<file path="config.mk">
export PLATFORM = sky130hd
export DESIGN_NAME = ctrl_pipe_seq
export DESIGN_NICKNAME = d
export VERILOG_FILES = /design/src/rtl/ctrl_pipe_seq.sv
export SDC_FILE = /design/constraint.sdc
export NUM_CORES = 1
export LEC_CHECK = 0
export CORE_AREA = 2 2 75 77
export DETAILED_ROUTE_END_ITERATION = 8
export DIE_AREA = 0 0 77 79
export GPL_TIMING_DRIVEN = 0
export PLACE_DENSITY = 0.73
export SETUP_SLACK_MARGIN = 0.5
export SKIP_LAST_GASP = 1
export SYNTH_ARGS = -nofsm -noshare
export SYNTH_HDL_FRONTEND = slang
export SYNTH_SLANG_ARGS = --single-unit
</file>
<file path="constraint.sdc">
create_clock -name clk -period 1.85 [get_ports clk]
set_input_delay 0.37 -clock clk [delete_from_list [all_inputs] [get_ports clk]]
set_output_delay 0.37 -clock clk [all_outputs]
set_load 0.1 [all_outputs]
</file>
<file path="src/rtl/ctrl_pipe_seq.sv">
// Control-side pipeline for ID->EX->MEM->WB: moves decoded control bundles,
// applies stall/flush/memory-freeze, sequences halt as a drain, counts retirements.
module ctrl_pipe_seq #(
    parameter int EX_W      = 6,
    parameter int MEM_W     = 2,
    parameter int WB_W      = 5,
    parameter int CNT_WIDTH = 16
) (
    input  logic                 clk,
    input  logic                 reset,
    input  logic                 id_valid,
    input  logic [EX_W-1:0]      id_ex,
    input  logic [MEM_W-1:0]     id_mem,
    input  logic [WB_W-1:0]      id_wb,
    input  logic                 id_wwd,
    input  logic                 id_halt,
    input  logic                 stall,
    input  logic                 flush_id,
    input  logic                 mem_ready,
    output logic                 ex_valid,
    output logic [EX_W-1:0]      ex_ctrl,
    output logic                 mem_valid,
    output logic [MEM_W-1:0]     mem_ctrl,
    output logic                 wb_valid,
    output logic [WB_W-1:0]      wb_ctrl,
    output logic                 wb_reg_write,
    output logic                 output_active,
    output logic                 freeze,
    output logic                 issue_block,
    output logic                 is_halted,
    output logic [CNT_WIDTH-1:0] num_inst
);

    typedef enum logic [1:0] {RUN, DRAIN, HALTED} state_e;

    typedef struct packed {
        logic             valid;
        logic [EX_W-1:0]  ex;
        logic [MEM_W-1:0] mem;
        logic [WB_W-1:0]  wb;
        logic             wwd;
        logic             halt;
    } ex_stage_t;

    typedef struct packed {
        logic             valid;
        logic [MEM_W-1:0] mem;
        logic [WB_W-1:0]  wb;
        logic             wwd;
        logic             halt;
    } mem_stage_t;

    typedef struct packed {
        logic            valid;
        logic [WB_W-1:0] wb;
        logic            wwd;
        logic            halt;
    } wb_stage_t;

    state_e               state_q, state_d;
    ex_stage_t            ex_q, ex_d;
    mem_stage_t           mem_q, mem_d;
    wb_stage_t            wb_q, wb_d;
    logic [CNT_WIDTH-1:0] cnt_q, cnt_d;
    logic                 load_id;

    always_comb begin
        freeze      = mem_q.valid & (mem_q.mem[1] | mem_q.mem[0]) & ~mem_ready;
        issue_block = (state_q != RUN);
        load_id     = id_valid & ~stall & ~flush_id & ~issue_block & (state_q == RUN);
    end

    // Invalid stages always carry all-zero fields, so plain copies keep bubbles clean.
    always_comb begin
        ex_d  = '0;
        mem_d = '0;
        wb_d  = '0;
        if (load_id) begin
            ex_d.valid = 1'b1;
            ex_d.ex    = id_ex;
            ex_d.mem   = id_mem;
            ex_d.wb    = id_wb;
            ex_d.wwd   = id_wwd;
            ex_d.halt  = id_halt;
        end
        mem_d.valid = ex_q.valid;
        mem_d.mem   = ex_q.mem;
        mem_d.wb    = ex_q.wb;
        mem_d.wwd   = ex_q.wwd;
        mem_d.halt  = ex_q.halt;
        wb_d.valid  = mem_q.valid;
        wb_d.wb     = mem_q.wb;
        wb_d.wwd    = mem_q.wwd;
        wb_d.halt   = mem_q.halt;
        // Memory wait: hold EX/MEM, drop a bubble into WB so nothing retires twice.
        if (freeze) begin
            ex_d  = ex_q;
            mem_d = mem_q;
            wb_d  = '0;
        end
    end

    always_comb begin
        state_d = state_q;
        unique case (state_q)
            RUN:     if (load_id && id_halt && !freeze) state_d = DRAIN;
            DRAIN:   if (wb_q.valid && wb_q.halt)       state_d = HALTED;
            HALTED:  state_d = HALTED;
            default: state_d = RUN;
        endcase
    end

    always_comb begin
        cnt_d = cnt_q;
        if (wb_q.valid && (cnt_q != '1)) cnt_d = cnt_q + CNT_WIDTH'(1);
    end

    always_ff @(posedge clk) begin
        if (reset) begin
            state_q <= RUN;
            ex_q    <= '0;
            mem_q   <= '0;
            wb_q    <= '0;
            cnt_q   <= '0;
        end else begin
            state_q <= state_d;
            ex_q    <= ex_d;
            mem_q   <= mem_d;
            wb_q    <= wb_d;
            cnt_q   <= cnt_d;
        end
    end

    assign ex_valid      = ex_q.valid;
    assign ex_ctrl       = ex_q.ex;
    assign mem_valid     = mem_q.valid;
    assign mem_ctrl      = mem_q.mem;
    assign wb_valid      = wb_q.valid;
    assign wb_ctrl       = wb_q.wb;
    assign wb_reg_write  = wb_q.valid & wb_q.wb[0];
    assign output_active = wb_q.valid & wb_q.wwd;
    assign is_halted     = (state_q == HALTED);
    assign num_inst      = cnt_q;

endmodule

</file>
==> metrics.txt, run 1 <==
# placed instances 375; final hold violations 0; Worst R2R Path Depth 7; Placer Congestion 0.866; cell mode on critical path nand4_1; Clock Sinks 52; Sw Ratio 32.0%; fin worst setup slack 44.8 ps; internal power 1.77 mW; TritonCTS Buffers 5; Pwr Density 596 nW/um^2; arrival time at the worst endpoint 2000 ps; maxcap violations 0; initial core utilization 41.5%; drt pass-1 iters 5; drt drc 0; # rows 27; Place WS -1070 ps; RSZ-0062 raised after global routing yes; average wire per standard cell 17.2 um; first-pass GRT wire length 10300 um; Setup CP Type flip-flop to flip-flop; Critical Path Stages 7; cell area after synthesis 2220 sq um; hold buffer count at CTS 0; Worst R2R Start num_inst[0]; final period utilization 97.6%; status finished, final reports clean; Tot GR Track Use 21.0%; initial detailed-routing violation count 163; CP max-delay cell dfxtp_4; Cells after Synth 247; Worst Path Max Fanout 3; Unique masters post-synth 44; CP peak stage delay 360 ps; Post-synth EDFFs 0; Clock Latency Late Sink 300 ps; Critical Path RT 2050 ps; largest net degree at the start of global routing 17; H-tree lvl count 2; synth top area cells dfxtp_1 (47%), a22oi_1 (5.1%), nor2_1 (4.6%); critical-path cell list buf_4, buf_6, ha_4, nand4_1, a211oi_2, nand4_1, mux2_2; worst path buffer plus inverter count 2; area grow syn2layout 97.5%; Die Wd 77 um; Post-Syn Nets 273; post-route non-filler standard cell count 452; Synth top area share 47.0%; final worst path period need 1810 ps; core area 5340 sq um; Max transition margin 54.9%; Comb power frac 30.4%; clock share of power 25.1%; die area 6080 sq um; sequential share of power 44.5%; CTS tree built; hpwl dp 3700 um; vias in the first global route 2140; Worst Setup SP num_inst[0]; Clk pin slew, worst setup/hold paths 100 ps; Leak Pwr 1.74 nW; Synth Warn # 0; PortBufs 56; WL final 7790 um; sequential element share of the synthesized area 47.0%; IO Count 58; Max Freq 554 MHz; Synth Flop Type dfxtp_1; worst hold path class primary input to flip-flop; post-route ant nets 0; vias per std cell 5.35; Synth Register Bits 52; share of layout cells above drive strength 1 58.7%; post-synthesis async set-or-reset flop share 0%; Critical Path Sink Type flip-flop; antenna violations before repair 0; reg-to-reg slack, setup 40 ps; CP Launch Type flip-flop; n_diodes 0; total congestion overflow 0; pin slew with the least headroom to its limit 677 ps; clk buf depth 2; sw power 835 uW; Final Power 2.61 mW; vias 2419; Yosys top cell by area dfxtp_1; IR Drop Worst-Case VDD 0.496 mV; critical path capture point num_inst[14]; Clock Tree Root clkbuf_8; r2r endpoint num_inst[14]; # setup viols final 0; Worst Clk Skew 7.14 ps; CP top delay family simple AND/OR/NAND/NOR gates; max-slew violation count 0; Nets 405; die height 79 um; Synth Area per Inst 8.97 sq um
==> state kept, by name, indices dropped and copies added, names as in the netlist <==
name,count
mem_ctrl,2
mem_valid,1
wb_q,2
ex_q,9
wb_ctrl,5
state_q,2
num_inst,16
wb_valid,1
ex_ctrl,6
mem_q,7
ex_valid,1
==> synth_stat cells (6+ instances only) <==
library cell / n
clkbuf_1: 10
a21oi_1: 18
nand4_1: 7
nor2_1: 27
nand2_1: 25
nand3_1: 6
inv_1: 6
a22oi_1: 15
buf_4: 13
and3_1: 9
dfxtp_1: 52
==> power by group through the flow <==
| stage | Clock, mW | Combinational (mW) | Sequential [mW] |
|---|---|---|---|
| after floorplan | 0 | 0.366 | 1.19 |
| after global placement | 0 | 0.502 | 1.18 |
| after detailed placement | 0 | 0.513 | 1.18 |
| after CTS | 0.667 | 0.670 | 1.15 |
| after global routing | 0.732 | 0.831 | 1.16 |
| final | 0.655 | 0.792 | 1.16 |
==> area by class of cell <==
class	instances	area, sq um
Clock buffer	6	72.6
Fill cell	322	962
Buffer	24	204
Clock inverter	2	15.0
Multi-Input combinational cell	164	1340
Tap cell	72	90.1
Timing Repair Buffer	125	1480
Inverter	7	42.5
Sequential cell	52	1130
==> worst min-delay path by stage <==
stage,start,endpoint,depth (start not counted)
after floorplan,ex_q[7],mem_ctrl[0],2
after global placement,ex_q[3],mem_q[3],2
after detailed placement,ex_q[3],mem_q[3],2
after CTS,ex_q[3],mem_q[3],2
after global routing,reset,num_inst[7],2
final,reset,num_inst[11],2
==> cells by family after synthesis <==
| group | count (synthesis) | synth area share [%] |
|---|---|---|
| AO/OA/AOI/OAI | 57 | 17.8 |
| adder cells (fa/ha/maj) | 5 | 2.82 |
| multiplexers | 2 | 0.960 |
| buffers and inverters | 31 | 7.51 |
| AND/OR/NAND/NOR | 98 | 23.2 |
| flip-flops | 52 | 47.0 |
| XOR/XNOR | 2 | 0.791 |
==> through the flow <==
stage               setup TNS, ps  hold slack [ps]  instance area (sq um)  utilization (%)
floorplan                   -81.5              437                   2420                -
global placement            -3530              446                   3070             57.5
detailed placement          -3540              452                   3070             57.5
CTS                             0              466                   3760             70.4
global route                    0              450                   4380             82.0
finish                          0              426                   4380             82.0
==> placed cells by master, fill, tap and decap left out, types with 8 or more instances in the layout <==
cell             Yosys  routed
buf_4               13      56
buf_6                0      32
and3_1               9       8
a22oi_2              0       8
dfxtp_1             52      24
dfxtp_4              0      22
buf_12               0      26
clkdlybuf4s50_1      0      18
nand2_1             25      18
a21oi_1             18      11
nor2_1              27      25
==> per-layer routing <==
layer,part of all wire (%),vias up,GRT usage [%]
li1,-,1148,-
met1,40,1167,25.7
met2,53,91,38.1
met3,5.2,13,3.52
met4,1.8,0,5.71
met5,0,-,0
==> repair_timing <==
| item | 4_1_cts | 5_1_grt |
|---|---|---|
| gates cloned | 1 | 0 |
| pin swaps | 19 | 24 |
| resized for setup | 326 | 102 |
| buffers inserted | 37 | 31 |
| setup endpoints to repair | 81 | 75 |
(Power assumes the default switching activity.)
==> run 2, diff against run 1 <==
CORE_AREA = 2 2 98 100   (was 2 2 75 77)
DIE_AREA = 0 0 100 102   (was 0 0 77 79)
PLACE_DENSITY = 0.46   (was 0.73)
==> run 2 against run 1 <==
Register-to-register slack improved by 80 ps. Sequential cell count stayed put. Wire length shrank 15%. Sequential power hardly changed. Global-route usage down 8.2 points. First-iteration DRC count down 67%. Final cell count rose by 5.3%. Critical path type unchanged. Largest cell class unchanged. Largest power group unchanged.
==> metrics.txt, run 2 (synthesis results as in run 1) <==
arrival time at the worst endpoint 1960 ps; total congestion overflow 0; setup tns final 0 ps; post-route non-filler standard cell count 476; PortBufs 56; antenna violations before repair 0; core area 9110 sq um; average wire per standard cell 13.9 um; # setup viols final 0; # placed instances 414; Worst Path Max Fanout 6; fill count 857; vias 2235; most common cell after layout, fill and taps aside buf_4; Placed Area 3120 sq um; share of layout cells above drive strength 1 56.2%; initial core utilization 24.3%; Die Wd 100 um; largest net degree at the start of global routing 17; max reg flops 16; vias in the first global route 2149; vias per std cell 4.70; hold buffer count at CTS 0; IO Count 58; final hold violations 0; # rows 35; CP Launch Type flip-flop; final period utilization 93.0%; sw power 810 uW; Pwr Density 593 nW/um^2; max-slew violation count 0; Max transition margin 56.6%; status finished, final reports clean; CP top delay family simple AND/OR/NAND/NOR gates; Leak Pwr 1.67 nW; Setup CP Type flip-flop to flip-flop; Tot GR Track Use 12.8%; area of the multi-input gates 1330 sq um; cell area after layout 4290 sq um; Nets 390; Clock Sinks 52; clk buf depth 2; fin worst setup slack 130 ps; Sw Ratio 31.8%; maxcap violations 0; final core occ 47.1%; worst path buffer plus inverter count 1; Placer Congestion 0.701; CP max-delay cell or4_4; initial detailed-routing violation count 53; WL final 6610 um; CTS tree built; n_diodes 0; Critical Path Sink Type flip-flop; die height 102 um; H-tree lvl count 2; drt drc 0; register area 1130 sq um; Final Power 2.55 mW; first-pass GRT wire length 10300 um; internal power 1.74 mW; TritonCTS Buffers 5; Max Freq 581 MHz; IR Drop Worst-Case VDD 0.243 mV; Place WS -1100 ps; CP peak stage delay 470 ps; RSZ-0062 raised after global routing yes; Worst Clk Skew 5.12 ps; post-route ant nets 0; hpwl dp 4080 um; sequential share of power 45.3%; area grow syn2layout 93.7%; Clock Latency Late Sink 310 ps; drt pass-1 iters 4; critical-path cell list and3_4, or3b_4, buf_8, or4_4, a21oi_2; final worst path period need 1720 ps; worst hold path class primary input to flip-flop; final hold slack 445 ps; Clock Tree Root clkbuf_8; pin slew with the least headroom to its limit 652 ps; die area 10200 sq um; Critical Path RT 2090 ps; commonest cells after routing, fill and taps aside buf_4 (42), buf_6 (29), nor2_1 (26); Comb power frac 28.5%; reg-to-reg slack, setup 130 ps; clock share of power 26.3%; Clk pin slew, worst setup/hold paths 100 ps
==> run 2: changes by cell type in the layout (fill, tap and decap cells not counted), moves of 2 or more <==
cell,previous run,this run
dlygate4sd2_1,1,4
clkdlybuf4s50_1,18,15
buf_4,56,42
buf_6,32,29
dfxtp_1,24,22
or4_4,4,2
buf_12,26,24
dfxtp_2,6,9
buf_8,7,10
or4_1,1,3
==> run 2: metal layers <==
metal | share of wire, % | GRT usage, % | vias up
met5 | 0 | 0 | -
met4 | 0.60 | 2.53 | 0
met3 | 5.3 | 4.58 | 5
met2 | 52 | 22.5 | 51
met1 | 42 | 15.2 | 1057
li1 | - | - | 1122
==> run 2: worst paths after layout <==
check	from	end	cells after the start
worst min register to register	ex_q[8]	mem_ctrl[1]	2
worst min-delay path	reset	num_inst[11]	2
worst max-delay path	num_inst[0]	num_inst[13]	5
worst max register to register	num_inst[0]	num_inst[13]	5
==> run 2: cell type report <==
cell class | instances | share of cell area (%)
Clock buffer | 6 | 1.69
Buffer | 24 | 4.78
Clock inverter | 2 | 0.350
Timing Repair Buffer | 110 | 31.8
Inverter | 7 | 0.933
Tap cell | 111 | 3.24
Multi-Input combinational cell | 164 | 30.9
Sequential cell | 52 | 26.4
==> run 2: power groups by stage <==
stage	registers (mW)	logic, mW	clock network [mW]
after global routing	1.16	0.775	0.739
after global placement	1.18	0.513	0
after detailed placement	1.18	0.514	0
after floorplan	1.19	0.366	0
after CTS	1.15	0.689	0.708
final	1.15	0.725	0.669
==> run 2: worst reg2reg max path: cells and delay by family, from the launching register on <==
kind | cells | cell delay, ps
buf+inv | 1 | 140
compound gates | 1 | 120
flops | 1 | 380
simple gates | 3 | 1020
==> run 2: what timing repair did <==
action                                 in CTS  in global routing
gates resized for setup                   322                 95
setup buffers                              34                 18
pin swaps                                  16                 19
setup endpoints to repair                  85                 60
endpoints found under the hold margin       0                  0
cloned                                      1                  1
==> run 3, diff against run 2 <==
PLACE_DENSITY = 0.45   (was 0.46)
TNS_END_PERCENT = 50   (was default)
clock period = 2.2 ns   (was 1.85 ns; I/O delays follow)
==> run 3 against run 2 <==
Total power decreased by 22%. First-iteration DRC count is 21% lower. Clock power down 16%. Critical path depth decreased by 3. Sequential power fell by 16%. Global-route usage shrank 1.1 points. Via count down 8.1%. Combinational power decreased by 37%. Clock-buffer cell count shrank 1. Register-to-register slack improved by 290 ps. Highest routed layer unchanged.
==> metrics.txt, run 3 (synthesis results as in run 1) <==
Worst Clk Skew 7.66 ps; Die Wd 100 um; CTS tree built; WHS Path Cells 2; endpoint of the worst hold path mem_q[4]; Placed Area 3020 sq um; die height 102 um; max reg flops 16; max-slew violation count 0; post-route ant nets 0; vias in the first global route 1894; largest net degree at the start of global routing 17; TritonCTS Buffers 5; final worst path period need 1780 ps; vias per std cell 4.71; vias 2055; worst hold path class flip-flop to flip-flop; WL final 5840 um; post-route non-filler standard cell count 436; commonest cells after routing, fill and taps aside buf_4 (32), dfxtp_1 (32), nor2_1 (27); core area 9110 sq um; Clock Tree Root clkbuf_8; average wire per standard cell 13.4 um; final period utilization 81.0%; maxcap violations 0; reg-to-reg slack, setup 420 ps; hold buffer count at CTS 0; CP Launch Type flip-flop; arrival time at the worst endpoint 1340 ps; Critical Path RT 1760 ps; Worst R2R Path Depth 5; initial detailed-routing violation count 42; Nets 350; die area 10200 sq um; # rows 35; critical-path cell list buf_4, clkdlybuf4s18_2; Leak Pwr 1.28 nW; Setup CP Type flip-flop to output pin; share of layout cells above drive strength 1 36.6%; # setup viols final 0; Place WS -1120 ps; first-pass GRT wire length 9360 um; Clock Latency Late Sink 310 ps; RSZ-0062 raised after global routing yes; clk buf depth 2; antenna violations before repair 0; H-tree lvl count 2; CP peak stage delay 530 ps; area grow syn2layout 45.8%; beginning of the worst hold path mem_q[4]; drt drc 0; Pwr Density 615 nW/um^2; pin slew with the least headroom to its limit 659 ps; worst path buffer plus inverter count 2; total congestion overflow 0; n_diodes 0; Clk pin slew, worst setup/hold paths 90 ps; CP max-delay cell clkdlybuf4s18_2; CP top delay family buffers and inverters; cell area after layout 3230 sq um; status finished, final reports clean; Worst Path Max Fanout 4; r2r endpoint num_inst[13]; Worst R2R Start wb_valid; final hold slack 452 ps; Critical Path Sink Type output pin; IR Drop Worst-Case VDD 0.254 mV; final hold violations 0; Tot GR Track Use 11.7%; fin worst setup slack 419 ps; hpwl dp 4040 um; # placed instances 414; Max transition margin 56.1%; drt pass-1 iters 4; Final Power 1.99 mW; PortBufs 56; IO Count 58; Max Freq 562 MHz; Clock Sinks 52; initial core utilization 24.3%; Placer Congestion 0.740
-- run 3: cell types whose count changed in the layout (fill, tap and decap cells not counted), sizes merged --
cell | before | now
buf | 106 | 56
dlygate4sd2 | 4 | 0
clkdlybuf4s18 | 0 | 6
clkbuf | 15 | 17
clkinvlp | 1 | 0
inv | 6 | 8
dlymetal6s2s | 0 | 1
clkdlybuf4s50 | 15 | 18
clkdlybuf4s15 | 0 | 1
-- run 3: repair_timing --
action                     CTS  global route
pin swaps                    0             4
setup endpoints to repair   69            45
hold endpoints to repair     0             0
gates resized for setup    191            32
setup buffers                3            11
-- run 3: report_power, final --
group          total [mW]  switching [mW]  internal [mW]
registers           0.969          0.0216          0.948
clock network       0.559           0.336          0.223
logic               0.459           0.281          0.178
total                1.99           0.638           1.35
-- run 3: worst max-delay path by stage --
stage / startpoint / to / cells past startpoint
final: num_inst[1] / num_inst[1] / 2
after global placement: mem_ready / freeze / 6
after detailed placement: mem_ready / freeze / 6
after floorplan: num_inst[5] / num_inst[13] / 5
after CTS: num_inst[7] / num_inst[7] / 1
after global routing: state_q[1] / state_q[0] / 6
-- run 3: metrics by stage --
step                utilization [%]  TNS (ps)
CTS                            33.8         0
global placement               33.2     -3120
detailed placement             33.2     -3240
finish                         35.5         0
global route                   35.5         0
floorplan                         -         0
-- run 3: area by class of cell --
type                            instances  area (sq um)
Buffer                                 24           178
Clock buffer                            5          68.8
Clock inverter                          3          17.5
Fill cell                             979          5880
Inverter                                7          28.8
Multi-Input combinational cell        164          1120
Sequential cell                        52          1110
Tap cell                              111           139
Timing Repair Buffer                   70           569
-- run 3: per-layer routing --
layer / share of wire, % / wire length (um) / GRT usage, %
met1: 45 / 2630 / 14.5
met3: 6.1 / 357 / 3.28
met5: 0 / 0 / 0
met2: 48 / 2800 / 19.9
met4: 0.98 / 57 / 3.16
-- run 3: worst min-delay path: stages, from the launching register on --
cell,delay [ps]
dfxtp_1,320
nand2_1,50
a21oi_1,50
